[src/rtl/seq_alu_param.sv]
// seq_alu_param: WIDTH-generic multi-cycle ALU (add/sub, Booth signed multiply,
// restoring unsigned divide) sharing one FSM and datapath register set. Rev 1.0
`default_nettype none

module seq_alu_param #(
  parameter int WIDTH = 8
) (
  input  logic             clk,
  input  logic             reset,
  input  logic             start,
  input  logic [1:0]       opcode,
  input  logic [WIDTH-1:0] inbus_a,
  input  logic [WIDTH-1:0] inbus_b,
  output logic [WIDTH-1:0] outbus_lo,
  output logic [WIDTH-1:0] outbus_hi,
  output logic             busy,
  output logic             done,
  output logic             overflow,
  output logic             div_by_zero
);

  localparam int CW = $clog2(WIDTH) + 1;

  localparam logic [2:0] S_IDLE   = 3'd0;
  localparam logic [2:0] S_ADDSUB = 3'd1;
  localparam logic [2:0] S_MUL    = 3'd2;
  localparam logic [2:0] S_DIV    = 3'd3;
  localparam logic [2:0] S_DONE   = 3'd4;

  logic [2:0]       state_q, state_d;
  logic             sub_q, sub_d;
  logic [WIDTH:0]   a_q, a_d;
  logic [WIDTH-1:0] q_q, q_d;
  logic             qm1_q, qm1_d;
  logic [WIDTH-1:0] m_q, m_d;
  logic [CW-1:0]    cnt_q, cnt_d;
  logic [WIDTH-1:0] lo_q, lo_d, hi_q, hi_d;
  logic             ovf_q, ovf_d, dbz_q, dbz_d;

  logic [WIDTH-1:0] as_res;
  logic             as_ovf;
  logic [WIDTH:0]   booth_m, booth_sum;
  logic [WIDTH:0]   div_sh, div_diff, div_a;
  logic [WIDTH-1:0] div_q;
  logic             last_iter;

  always_ff @(posedge clk) begin
    if (reset) begin
      state_q <= S_IDLE;
      sub_q   <= 1'b0;
      a_q     <= '0;
      q_q     <= '0;
      qm1_q   <= 1'b0;
      m_q     <= '0;
      cnt_q   <= '0;
      lo_q    <= '0;
      hi_q    <= '0;
      ovf_q   <= 1'b0;
      dbz_q   <= 1'b0;
    end else begin
      state_q <= state_d;
      sub_q   <= sub_d;
      a_q     <= a_d;
      q_q     <= q_d;
      qm1_q   <= qm1_d;
      m_q     <= m_d;
      cnt_q   <= cnt_d;
      lo_q    <= lo_d;
      hi_q    <= hi_d;
      ovf_q   <= ovf_d;
      dbz_q   <= dbz_d;
    end
  end

  assign last_iter = (cnt_q == CW'(1));

  always_comb begin
    state_d = state_q;
    case (state_q)
      S_IDLE: begin
        if (start) begin
          case (opcode)
            2'b10:   state_d = S_MUL;
            2'b11:   state_d = S_DIV;
            default: state_d = S_ADDSUB;
          endcase
        end
      end
      S_ADDSUB: state_d = S_DONE;
      S_MUL:    if (last_iter) state_d = S_DONE;
      S_DIV:    if ((m_q == '0) || last_iter) state_d = S_DONE;
      S_DONE:   state_d = S_IDLE;
      default:  state_d = S_IDLE;
    endcase
  end

  always_comb begin
    busy        = (state_q != S_IDLE);
    done        = (state_q == S_DONE);
    outbus_lo   = lo_q;
    outbus_hi   = hi_q;
    overflow    = ovf_q;
    div_by_zero = dbz_q;
  end

  // Add/sub reuses Q (operand A) and M (operand B) as its operand latches.
  always_comb begin
    as_res  = sub_q ? (q_q - m_q) : (q_q + m_q);
    as_ovf  = (sub_q ? (q_q[WIDTH-1] != m_q[WIDTH-1]) : (q_q[WIDTH-1] == m_q[WIDTH-1]))
              && (as_res[WIDTH-1] != q_q[WIDTH-1]);
    booth_m = {m_q[WIDTH-1], m_q};
    case ({q_q[0], qm1_q})
      2'b01:   booth_sum = a_q + booth_m;
      2'b10:   booth_sum = a_q - booth_m;
      default: booth_sum = a_q;
    endcase
    div_sh   = {a_q[WIDTH-1:0], q_q[WIDTH-1]};
    div_diff = div_sh - {1'b0, m_q};
    if (div_diff[WIDTH]) begin
      div_a = div_sh;
      div_q = {q_q[WIDTH-2:0], 1'b0};
    end else begin
      div_a = div_diff;
      div_q = {q_q[WIDTH-2:0], 1'b1};
    end
  end

  always_comb begin
    sub_d = sub_q;
    a_d   = a_q;
    q_d   = q_q;
    qm1_d = qm1_q;
    m_d   = m_q;
    cnt_d = cnt_q;
    lo_d  = lo_q;
    hi_d  = hi_q;
    ovf_d = ovf_q;
    dbz_d = dbz_q;
    case (state_q)
      S_IDLE: begin
        if (start) begin
          sub_d = opcode[0];
          a_d   = '0;
          q_d   = inbus_a;
          qm1_d = 1'b0;
          m_d   = inbus_b;
          cnt_d = CW'(WIDTH);
          ovf_d = 1'b0;
          dbz_d = 1'b0;
        end
      end
      S_ADDSUB: begin
        lo_d  = as_res;
        hi_d  = '0;
        ovf_d = as_ovf;
      end
      S_MUL: begin
        a_d   = {booth_sum[WIDTH], booth_sum[WIDTH:1]};
        q_d   = {booth_sum[0], q_q[WIDTH-1:1]};
        qm1_d = q_q[0];
        cnt_d = cnt_q - CW'(1);
        if (last_iter) begin
          hi_d = booth_sum[WIDTH:1];
          lo_d = {booth_sum[0], q_q[WIDTH-1:1]};
        end
      end
      S_DIV: begin
        if (m_q == '0) begin
          dbz_d = 1'b1;
          lo_d  = '1;
          hi_d  = q_q;
        end else begin
          a_d   = div_a;
          q_d   = div_q;
          cnt_d = cnt_q - CW'(1);
          if (last_iter) begin
            lo_d = div_q;
            hi_d = div_a[WIDTH-1:0];
          end
        end
      end
      default: ;
    endcase
  end

endmodule

`default_nettype wire

[config.mk]
export PLATFORM = sky130hd
export DESIGN_NAME = seq_alu_param
export DESIGN_NICKNAME = d
export VERILOG_FILES = /design/src/rtl/seq_alu_param.sv
export SDC_FILE = /design/constraint.sdc
export NUM_CORES = 1
export LEC_CHECK = 0
export ABC_AREA = 1
export BUFFER_PORTS_ARGS = -buffer_cell sky130_fd_sc_hd__buf_2
export CORE_UTILIZATION = 35
export DETAILED_ROUTE_END_ITERATION = 8
export PLACE_DENSITY = 0.59
export SYNTH_ARGS = -nofsm -noshare
export SYNTH_HDL_FRONTEND = slang
export SYNTH_SLANG_ARGS = --single-unit
[constraint.sdc]
create_clock -name clk -period 4.7 [get_ports clk]
set_clock_uncertainty 0.2 [all_clocks]
set_input_delay 0 -clock clk [delete_from_list [all_inputs] [get_ports clk]]
set_output_delay 0 -clock clk [all_outputs]
set_load 0.03 [all_outputs]
* Word level (Yosys, flattened, before mapping)
Cells that the tools add are included.
Word-level totals: word-level logic and storage cells 84, register bits after elaboration 52, output and inout bits 20, input bits 21
Operators by class: add/sub/neg operators 6, reduce and logical (&&, ||, !) cells 17, muxes and demuxes 32, equal/unequal tests 18
Operator list (number):
- $mux W8 | 9
- $pmux W8 S3 | 3
- $mux W9 | 3
- $pmux W9 S3 | 1
- $pmux W9 S2 | 1
- $pmux W3 S4 | 1
- $pmux W4 S3 | 1
- $reduce_and A3 Y1 | 4
- $ne A2 B2 Y1 const B | 5
- $add A9 B9 Y9 | 1
- $mux W3 | 3
- $reduce_bool A3 Y1 | 3
- $sub A9 B8 Y9 | 1
- $sub A9 B9 Y9 | 1
- $add A8 B8 Y8 | 1
- $logic_not A8 Y1 | 1
- $mux W4 | 2
- $sub A8 B8 Y8 | 1
- $eq A2 B2 Y1 const B | 3
- $eq A3 B2 Y1 const B | 2
- $pmux W1 S2 | 3
- $reduce_and A2 Y1 | 3
- $reduce_bool A2 Y1 | 3
- $eq A4 B1 Y1 const B | 1
- 12 further kinds | 16

* Longest topological paths before layout
Gate-level depths: netlist of run 1.
word-level depth 5, gate-level depth with buffers 19, depth with buffers taken out 19

* Least setup slack after synthesis of run 1
No wires, ideal clock.
kind register -> register, start reg q_q[7], end reg hi_q[2] (netlist: outbus_hi[2]), buffers on the path 1, path slack 1914 ps, clock period less this slack 2786 ps, arrival time 2515 ps, cell stages (with the launch flop) 17, cell sequence dfxtp_1 -> inv_1 -> ha_1 -> inv_1 -> fa_1 -> nand3_1 -> nand3_1 -> a21oi_1 -> o21bai_1 -> ha_1 -> clkbuf_1 -> o21ai_0 -> nand2_1 -> o21ai_0 -> o21ai_0 -> nand2_1 -> a21oi_1
Between the ends: cells in the longest elaborated chain, start to end 5
RTL lines:
- start, declared | RTL line 33 | logic [WIDTH-1:0] q_q, q_d;
- start signal, assigned | RTL line 64 | q_q <= q_d;
- $sub A9 B8 Y9 | RTL line 118 | div_diff = div_sh - {1'b0, m_q};
- $mux W9 | RTL line 119 | if (div_diff[WIDTH]) begin
- $mux W8 | RTL line 176 | if (last_iter) begin
- $mux W8 | RTL line 168 | if (m_q == '0) begin
- $pmux W8 S3 | RTL line 139 | case (state_q)
- end signal, assigned | RTL line 69 | hi_q <= hi_d;
- end, declared | RTL line 37 | logic [WIDTH-1:0] lo_q, lo_d, hi_q, hi_d;
No other way between the ends. The select of a mux whose other input is x is not followed. A chain may end at the register's enable or synchronous reset.

* Final worst setup path of run 1
start reg q_q[7], end reg hi_q[1] (netlist: outbus_hi[1])
Same word-level chain as after synthesis.

==> results of run 1 <==
-- sequential cells by signal, indices dropped and copies added (netlist names) --
| register | cells |
|---|---|
| overflow | 1 |
| state_q | 3 |
| outbus_lo | 8 |
| a_q | 9 |
| m_q | 8 |
| q_q | 8 |
| qm1_q | 1 |
| div_by_zero | 1 |
| sub_q | 1 |
| cnt_q | 4 |
| outbus_hi | 8 |
-- final cells by class --
cell class              instances  area, sq um
clock inverters                 2         16.3
inverters                      81          307
repair buffers                 63          430
clock buffers                   6         72.6
multi-input cells             435         2430
well taps                     140          175
flip-flops and latches         52         1040
fillers                      1164         6370
-- per-stage QoR --
step | total power (W) | util (%)
2_1_floorplan | 0.00136 | -
3_3_place_gp | 0.00159 | 38.3
3_5_place_dp | 0.00160 | 38.3
4_1_cts | 0.00189 | 41.3
5_1_grt | 0.00207 | 41.3
6_report | 0.00189 | 41.3
-- layer usage --
| metal | GRT usage [%] | up-vias | routed length [microns] |
|---|---|---|---|
| met3 | 3.33 | 18 | 651 |
| met5 | 0 | - | 0 |
| met4 | 4.99 | 0 | 172 |
| met1 | 28.6 | 1878 | 5410 |
| met2 | 35.2 | 124 | 5370 |
| li1 | - | 2051 | - |
-- how the worst min path moves through the flow --
stage / startpoint / end / cells after the start
floorplan: opcode[1] / state_q[1] / 2
global placement: opcode[1] / state_q[1] / 3
detailed placement: opcode[1] / state_q[1] / 3
CTS: outbus_hi[7] / outbus_hi[7] / 2
global route: overflow / overflow / 2
finish: outbus_hi[2] / outbus_hi[2] / 2
-- kinds of logic after synthesis --
group | count (synthesis) | synth area share (%)
AOI/OAI and AO/OA | 165 | 22.6
xor gates and xnor gates | 12 | 2.70
and+or+nand+nor | 227 | 26.5
adders and majority gates | 31 | 10.5
DFF | 52 | 26.7
buffers and inverters | 101 | 10.9
-- timing repair --
item	4_1_cts	5_1_grt
endpoints found under the setup margin	0	0
buffers inserted	0	0
hold buffers	23	0
endpoints found under the hold margin	34	0
-- cell usage in the layout (no fill, tap or decap), drive strengths merged, types with 2 or more instances in the layout --
cell / Yosys / routed
dfxtp: 52 / 52
a21oi: 71 / 71
a31oi: 7 / 7
nand3: 38 / 38
buf: 9 / 40
ha: 28 / 28
o211ai: 4 / 4
o22ai: 8 / 8
nand4: 4 / 4
o21ai: 67 / 67
dlygate4sd3: 0 / 23
nand2: 131 / 131
o21bai: 2 / 2
xnor2: 3 / 3
xor2: 9 / 9
nor3: 5 / 5
inv: 81 / 81
nor2: 45 / 45
fa: 3 / 3
clkbuf: 11 / 6
a211oi: 3 / 3
-- worst reg2reg max path, cell delays in order (launching register included) --
cell	delay (ns)
dfxtp_1	0.36
inv_1	0.15
ha_1	0.16
inv_1	0.06
fa_1	0.42
nand3_1	0.13
nand3_1	0.10
a21oi_1	0.15
o21bai_1	0.08
ha_1	0.51
inv_1	0.18
o21ai_0	0.26
o21ai_0	0.10
o21ai_0	0.09
nand2_1	0.07
nand2_1	0.08
a21oi_1	0.05
-- power by group through the flow --
stage / Combinational [W] / Sequential (W) / Clock [W]
after floorplan: 0.000778 / 0.000584 / 0
after global placement: 0.00101 / 0.000574 / 0
after detailed placement: 0.00102 / 0.000575 / 0
after CTS: 0.00104 / 0.000565 / 0.000279
after global routing: 0.00119 / 0.000574 / 0.000300
final: 0.00105 / 0.000567 / 0.000273
==> reports/results.ini, run 1 <==
[layout]
n_antenna_cell = 0
final_cell_count_no_fill = 779
drive_gt1_share_pct = 10.6
final_area_sq_um = 4470
area_growth_pct = 14.7
final_nets = 690

[placement]
place_ws_ns = 1.51
place.gp.congestion = 0.930
portBuffers = 40
hpwl_microns = 8780
place_inst = 748
place_area_sq_um = 4150

[power]
internal-power_w = 0.000968
p_sw_w = 0.000923
power_frac_comb_pct = 55.6
power.density_nw_per_um2 = 423
p_leak_nw = 2.15
pwr-share-seq_pct = 30.0
netSwitchingFraction_pct = 48.8
clkPwrFrac_pct = 14.5
vdd_drop_max_mv = 0.181

[route]
via_per_inst = 5.23
dr.first_iter.drc_count = 273
drtPass1Iterations = 7
wl_per_cell_microns = 14.9
postRouteAntennaNets = 0
routed_wl_microns = 11600
remaining_drc_errors = 0
via_count = 4071

[worst_hold_path]
hold_class = reg -> reg

[floorplan]
start_util_pct = 36.0
dieWidth_microns = 108
die_area_sq_um = 11600
boundaryPins = 41
coreArea_sq_um = 10800
rows = 38
die_h_microns = 108

[clock_network]
clock_sinks = 52
cts_made_buffers = 5
post_cts_resize_count = 0
clk_pin_slew_ns = 0.10
cts_tree = built
max-clock-path-buffers = 2
cts_root_buffer = clkbuf_8
h-tree-depth = 2
clock_latency_ns = 0.32

[setup_path]
crit_chain = inv_1, ha_1, inv_1, fa_1, nand3_1, nand3_1, a21oi_1, o21bai_1, ha_1, inv_1, o21ai_0, o21ai_0, o21ai_0, nand2_1, nand2_1, a21oi_1
path_class = reg -> reg
crit_cells = 16
cp_slowest_cell = ha_1
required_ns = 4.70
r2r_setup_slack_ns = 1.44
critPathLaunch = q_q[7]
cpLargestDelayFamily = adder cells
rr_startpoint = q_q[7]
max_stage_delay_ns = 0.51
arrival_ns = 3.26
end_kind = flop
worst_setup_path_start_kind = flop
critPathBufInv = 3
r2r_end = outbus_hi[1]
endpoint = outbus_hi[1]
cp_max_fo = 13
r2r_cells = 16

[timing]
relSlewSlack_pct = 36.8
fin_crit_ns = 3.26
fin_hold_ws_ns = 0.268
hold_violations = 0
final.period_utilization_pct = 69.3
layout_setup_ws_ns = 1.44
timing.fmax_mhz = 307
worst_slew_pin_slew_ns = 0.947
final_max_slew_viol_count = 0
setup_tns_ns = 0
rsz0062_at_grt = no
setup_viol = 0

[global_routing]
grt_first_pass_wirelength_microns = 19000
grt_max_degree = 34
antenna_found_initial = 0
grt_pass1_vias = 3766
grtUsageTotal_pct = 21.2
grt-ovfl-total = 0

[flow_run]
drv_cap = 0

[yosys]
synth_top_area_share_pct = 26.7
netlist_instances = 588
yosys.area.top_type = dfxtp_1
synth_area_leaders = dfxtp_1, nand2_1, a21oi_1
syn_nets = 640
synth_common_cells = nand2_1, inv_1, a21oi_1, o21ai_0, dfxtp_1
synth-edff-count = 0
ys_ff_latch = 52
netlist_area_sq_um = 3900
ys_types = 44
ys_seq_area_share_pct = 26.7
yosys_warnings = 0
synth_most_common_cell = nand2_1
synth_flop_cell = dfxtp_1
syn_area_per_cell_sq_um = 6.63
async_flop_share_pct = 0

[status]
status = completed

Power figures use the tool's default switching activity.
==> run 2: changes to the inputs <==
ABC_AREA = 0   (was 1)
clock period = 3 ns   (was 4.7 ns; I/O delays follow)
==> run 2 against run 1 <==
The flow now finishes with violations (setup timing). Combinational power grew 85%. Power up 78%. Cell area up 23%. Critical path depth unchanged. Register-to-register slack got worse by 1.7 ns. Die area up 2.4%. Sequential power increased by 46%. Synthesized cell count decreased by 11%. Via count is 4.7% higher. Critical path type unchanged.
==> reports/results.ini, run 2 <==
[yosys]
synthMuxAreaShare_pct = 3.35  ; +3.4 points
ys_seq_area_share_pct = 26.1  ; -0.64 points
synth_most_common_cell = nor2_1
syn_nets = 575  ; -10%
yosys.area.top_type = dfxtp_1
async_flop_share_pct = 0  ; unchanged
netlist_instances = 523  ; -11%
synth_flop_cell = dfxtp_1
synth_area_leaders = dfxtp_1, ha_1, a21oi_1
synth_common_cells = nor2_1, dfxtp_1, nand2_1, a21oi_1, ha_1
yosys_warnings = 0  ; unchanged
synth_top_family_by_area = compound AO/OA/AOI/OAI gates
syn_area_per_cell_sq_um = 7.64  ; +15%
synth-edff-count = 0  ; unchanged
synth_compound_area_share_pct = 24.2  ; +1.6 points
synthXorXnorAreaFrac_pct = 5.92  ; +3.2 points
netlist_area_sq_um = 3990  ; +2.4%
synthAdderAreaFrac_pct = 10.3  ; -0.25 points
ys_ff_latch = 52  ; unchanged
synth_top_area_share_pct = 26.1  ; -0.64 points
ys_types = 63  ; +43%
synth-simple-area-share_pct = 23.7  ; -2.8 points

[timing]
rsz0062_at_grt = yes
final.period_utilization_pct = 110  ; +41 points
fin_crit_ns = 3.30  ; +0.0422 ns
layout_setup_ws_ns = -0.301  ; -1.74 ns
final_max_slew_viol_count = 0  ; unchanged
timing.fmax_mhz = 303  ; -1.3%
relSlewSlack_pct = 48.8  ; +12 points
hold_violations = 0  ; unchanged
worst_slew_pin_slew_ns = 0.765  ; -0.183 ns
fin_hold_ws_ns = 0.273  ; +0.00470 ns
setup_viol = 21  ; +21
setup_tns_ns = -3.61  ; -3.61 ns

[power]
p_leak_nw = 2.29  ; +6.3%
p_total_w = 0.00337  ; +78%
power.density_nw_per_um2 = 611  ; +45%
vdd_drop_max_mv = 0.280  ; +55%

[global_routing]
grt_first_pass_wirelength_microns = 21200  ; +12%
grt_max_degree = 30  ; -12%
grt-ovfl-total = 0  ; unchanged
grtUsageTotal_pct = 23.4  ; +2.2 points
grt_pass1_vias = 4215  ; +12%
antenna_found_initial = 0  ; unchanged

[setup_path]
rr_startpoint = q_q[7]
cp_slowest_cell = fa_2
required_ns = 3.01  ; -1.69 ns
critPathLaunch = q_q[7]
r2r_setup_slack_ns = -0.30  ; -1.74 ns
arrival_ns = 3.31  ; +0.05 ns
crit_chain = inv_4, ha_4, inv_2, fa_2, a211o_1, a211o_1, and3_4, o21ai_2, nand2b_1, ha_4, buf_12, nor2_4, a211oi_2, buf_4, nor3_1, a211oi_1
worst_setup_path_start_kind = flop
end_kind = flop
max_stage_delay_ns = 0.36  ; -0.15 ns
cp_max_fo = 7  ; -6
path_class = reg -> reg

[placement]
hpwl_microns = 10100  ; +15%
place_inst = 741  ; -0.94%
place.gp.congestion = 0.894  ; -3.8%
place_ws_ns = -0.343  ; -1.86 ns
portBuffers = 40  ; unchanged

[layout]
drive_gt1_share_pct = 30.4  ; +20 points
n_antenna_cell = 0  ; unchanged
fillCellCount = 1041  ; -11%
top_register = a_q
final_nets = 699  ; +1.3%
area_growth_pct = 38.2
final_common_cell = buf_4
mostFrequentLayoutCells = buf_4, nor2_1, nand2_1
largest_register_ffs = 9  ; unchanged
final_cell_count_no_fill = 788  ; +1.2%

[clock_network]
clk_pin_slew_ns = 0.07  ; -0.03 ns
cts_root_buffer = clkbuf_16
max-clock-path-buffers = 2  ; unchanged
cts_tree = built
clock_latency_ns = 0.29  ; -0.03 ns
cts_made_buffers = 5  ; unchanged
h-tree-depth = 2  ; unchanged
clock_sinks = 52  ; unchanged

[worst_hold_path]
hp-start = outbus_hi[0]
hold_class = reg -> reg

[route]
dr.first_iter.drc_count = 229  ; -16%
routed_wl_microns = 13500  ; +16%
via_per_inst = 5.41  ; +3.5%
drtPass1Iterations = 5  ; -2
remaining_drc_errors = 0  ; unchanged
via_count = 4264  ; +4.7%
wl_per_cell_microns = 17.1  ; +15%
postRouteAntennaNets = 0  ; unchanged

[flow_run]
drv_cap = 0  ; unchanged

[floorplan]
coreArea_sq_um = 11000  ; +1.3%
rows = 38  ; unchanged
dieWidth_microns = 109  ; +1.2%
start_util_pct = 36.4  ; +0.40 points
die_h_microns = 109  ; +1.2%
boundaryPins = 41  ; unchanged
die_area_sq_um = 11800  ; +2.4%

[status]
status = finished with violations
failed_checks = setup timing

[run 2: cell types whose count changed in the layout (fill, tap and decap cells not counted), moves of 27 or more]
cell / change
buf_4: +85
nand2_1: -73
inv_1: -55
o21ai_0: -47
nand3_1: -31
a21oi_1: -27
[run 2: routing by layer]
layer / up-vias / track usage [%] / wire length (microns)
met3: 13 / 5.08 / 925
met5: - / 0 / 0
met4: 0 / 5.50 / 180
li1: 2106 / - / -
met2: 139 / 39.3 / 6460
met1: 2006 / 30.4 / 5910
[run 2: final timing paths]
kind,endpoint,cells past startpoint
max reg2reg,a_q[0],16
min reg2reg,outbus_hi[0],2
min,outbus_hi[0],2
max,a_q[0],16
[run 2: area by class of cell]
| class | instances | area [sq um] | area share, % |
|---|---|---|---|
| sequential | 52 | 1050 | 19.0 |
| timing repair buffer | 150 | 1100 | 20.0 |
| multi-input combinational | 413 | 2940 | 53.3 |
| clock buffer | 6 | 139 | 2.52 |
| clock inverter | 2 | 15.0 | 0.272 |
| inverter | 25 | 98.8 | 1.79 |
| tap | 140 | 175 | 3.17 |
[run 2: logic make-up after synthesis]
| logic type | count (synthesis) |
|---|---|
| flops | 52 |
| compound gates | 146 |
| fa+ha+maj | 31 |
| xor+xnor | 27 |
| buf+inv | 58 |
| simple gates | 196 |
| mux | 13 |
[run 2: through the flow]
step | util, % | cell area [sq um]
global route | 50.2 | 5520
CTS | 49.0 | 5380
floorplan | - | 4060
global placement | 43.8 | 4810
finish | 50.2 | 5520
detailed placement | 43.8 | 4810
[run 2: critical path, delay by kind of cell, from the launching register on]
kind | cells | cell delay (ns)
buffers and inverters | 4 | 0.39
flip-flops | 1 | 0.35
AO/OA/AOI/OAI | 5 | 1.09
AND/OR/NAND/NOR | 4 | 0.34
adder cells (fa/ha/maj) | 3 | 0.84
[run 2: repair_timing]
item                                    in CTS  in global routing
buffers inserted                             6                 12
hold buffers                                22                  0
endpoints found under the hold margin       31                  0
resized for setup                           39                 12
endpoints found under the setup margin      22                 25
pin swaps                                   26                 17
[run 2: report_power, final]
part           internal (W)  switching (W)
Combinational      0.000930        0.00101
Clock              0.000333       0.000270
Sequential         0.000753      0.0000749
Total               0.00201        0.00136
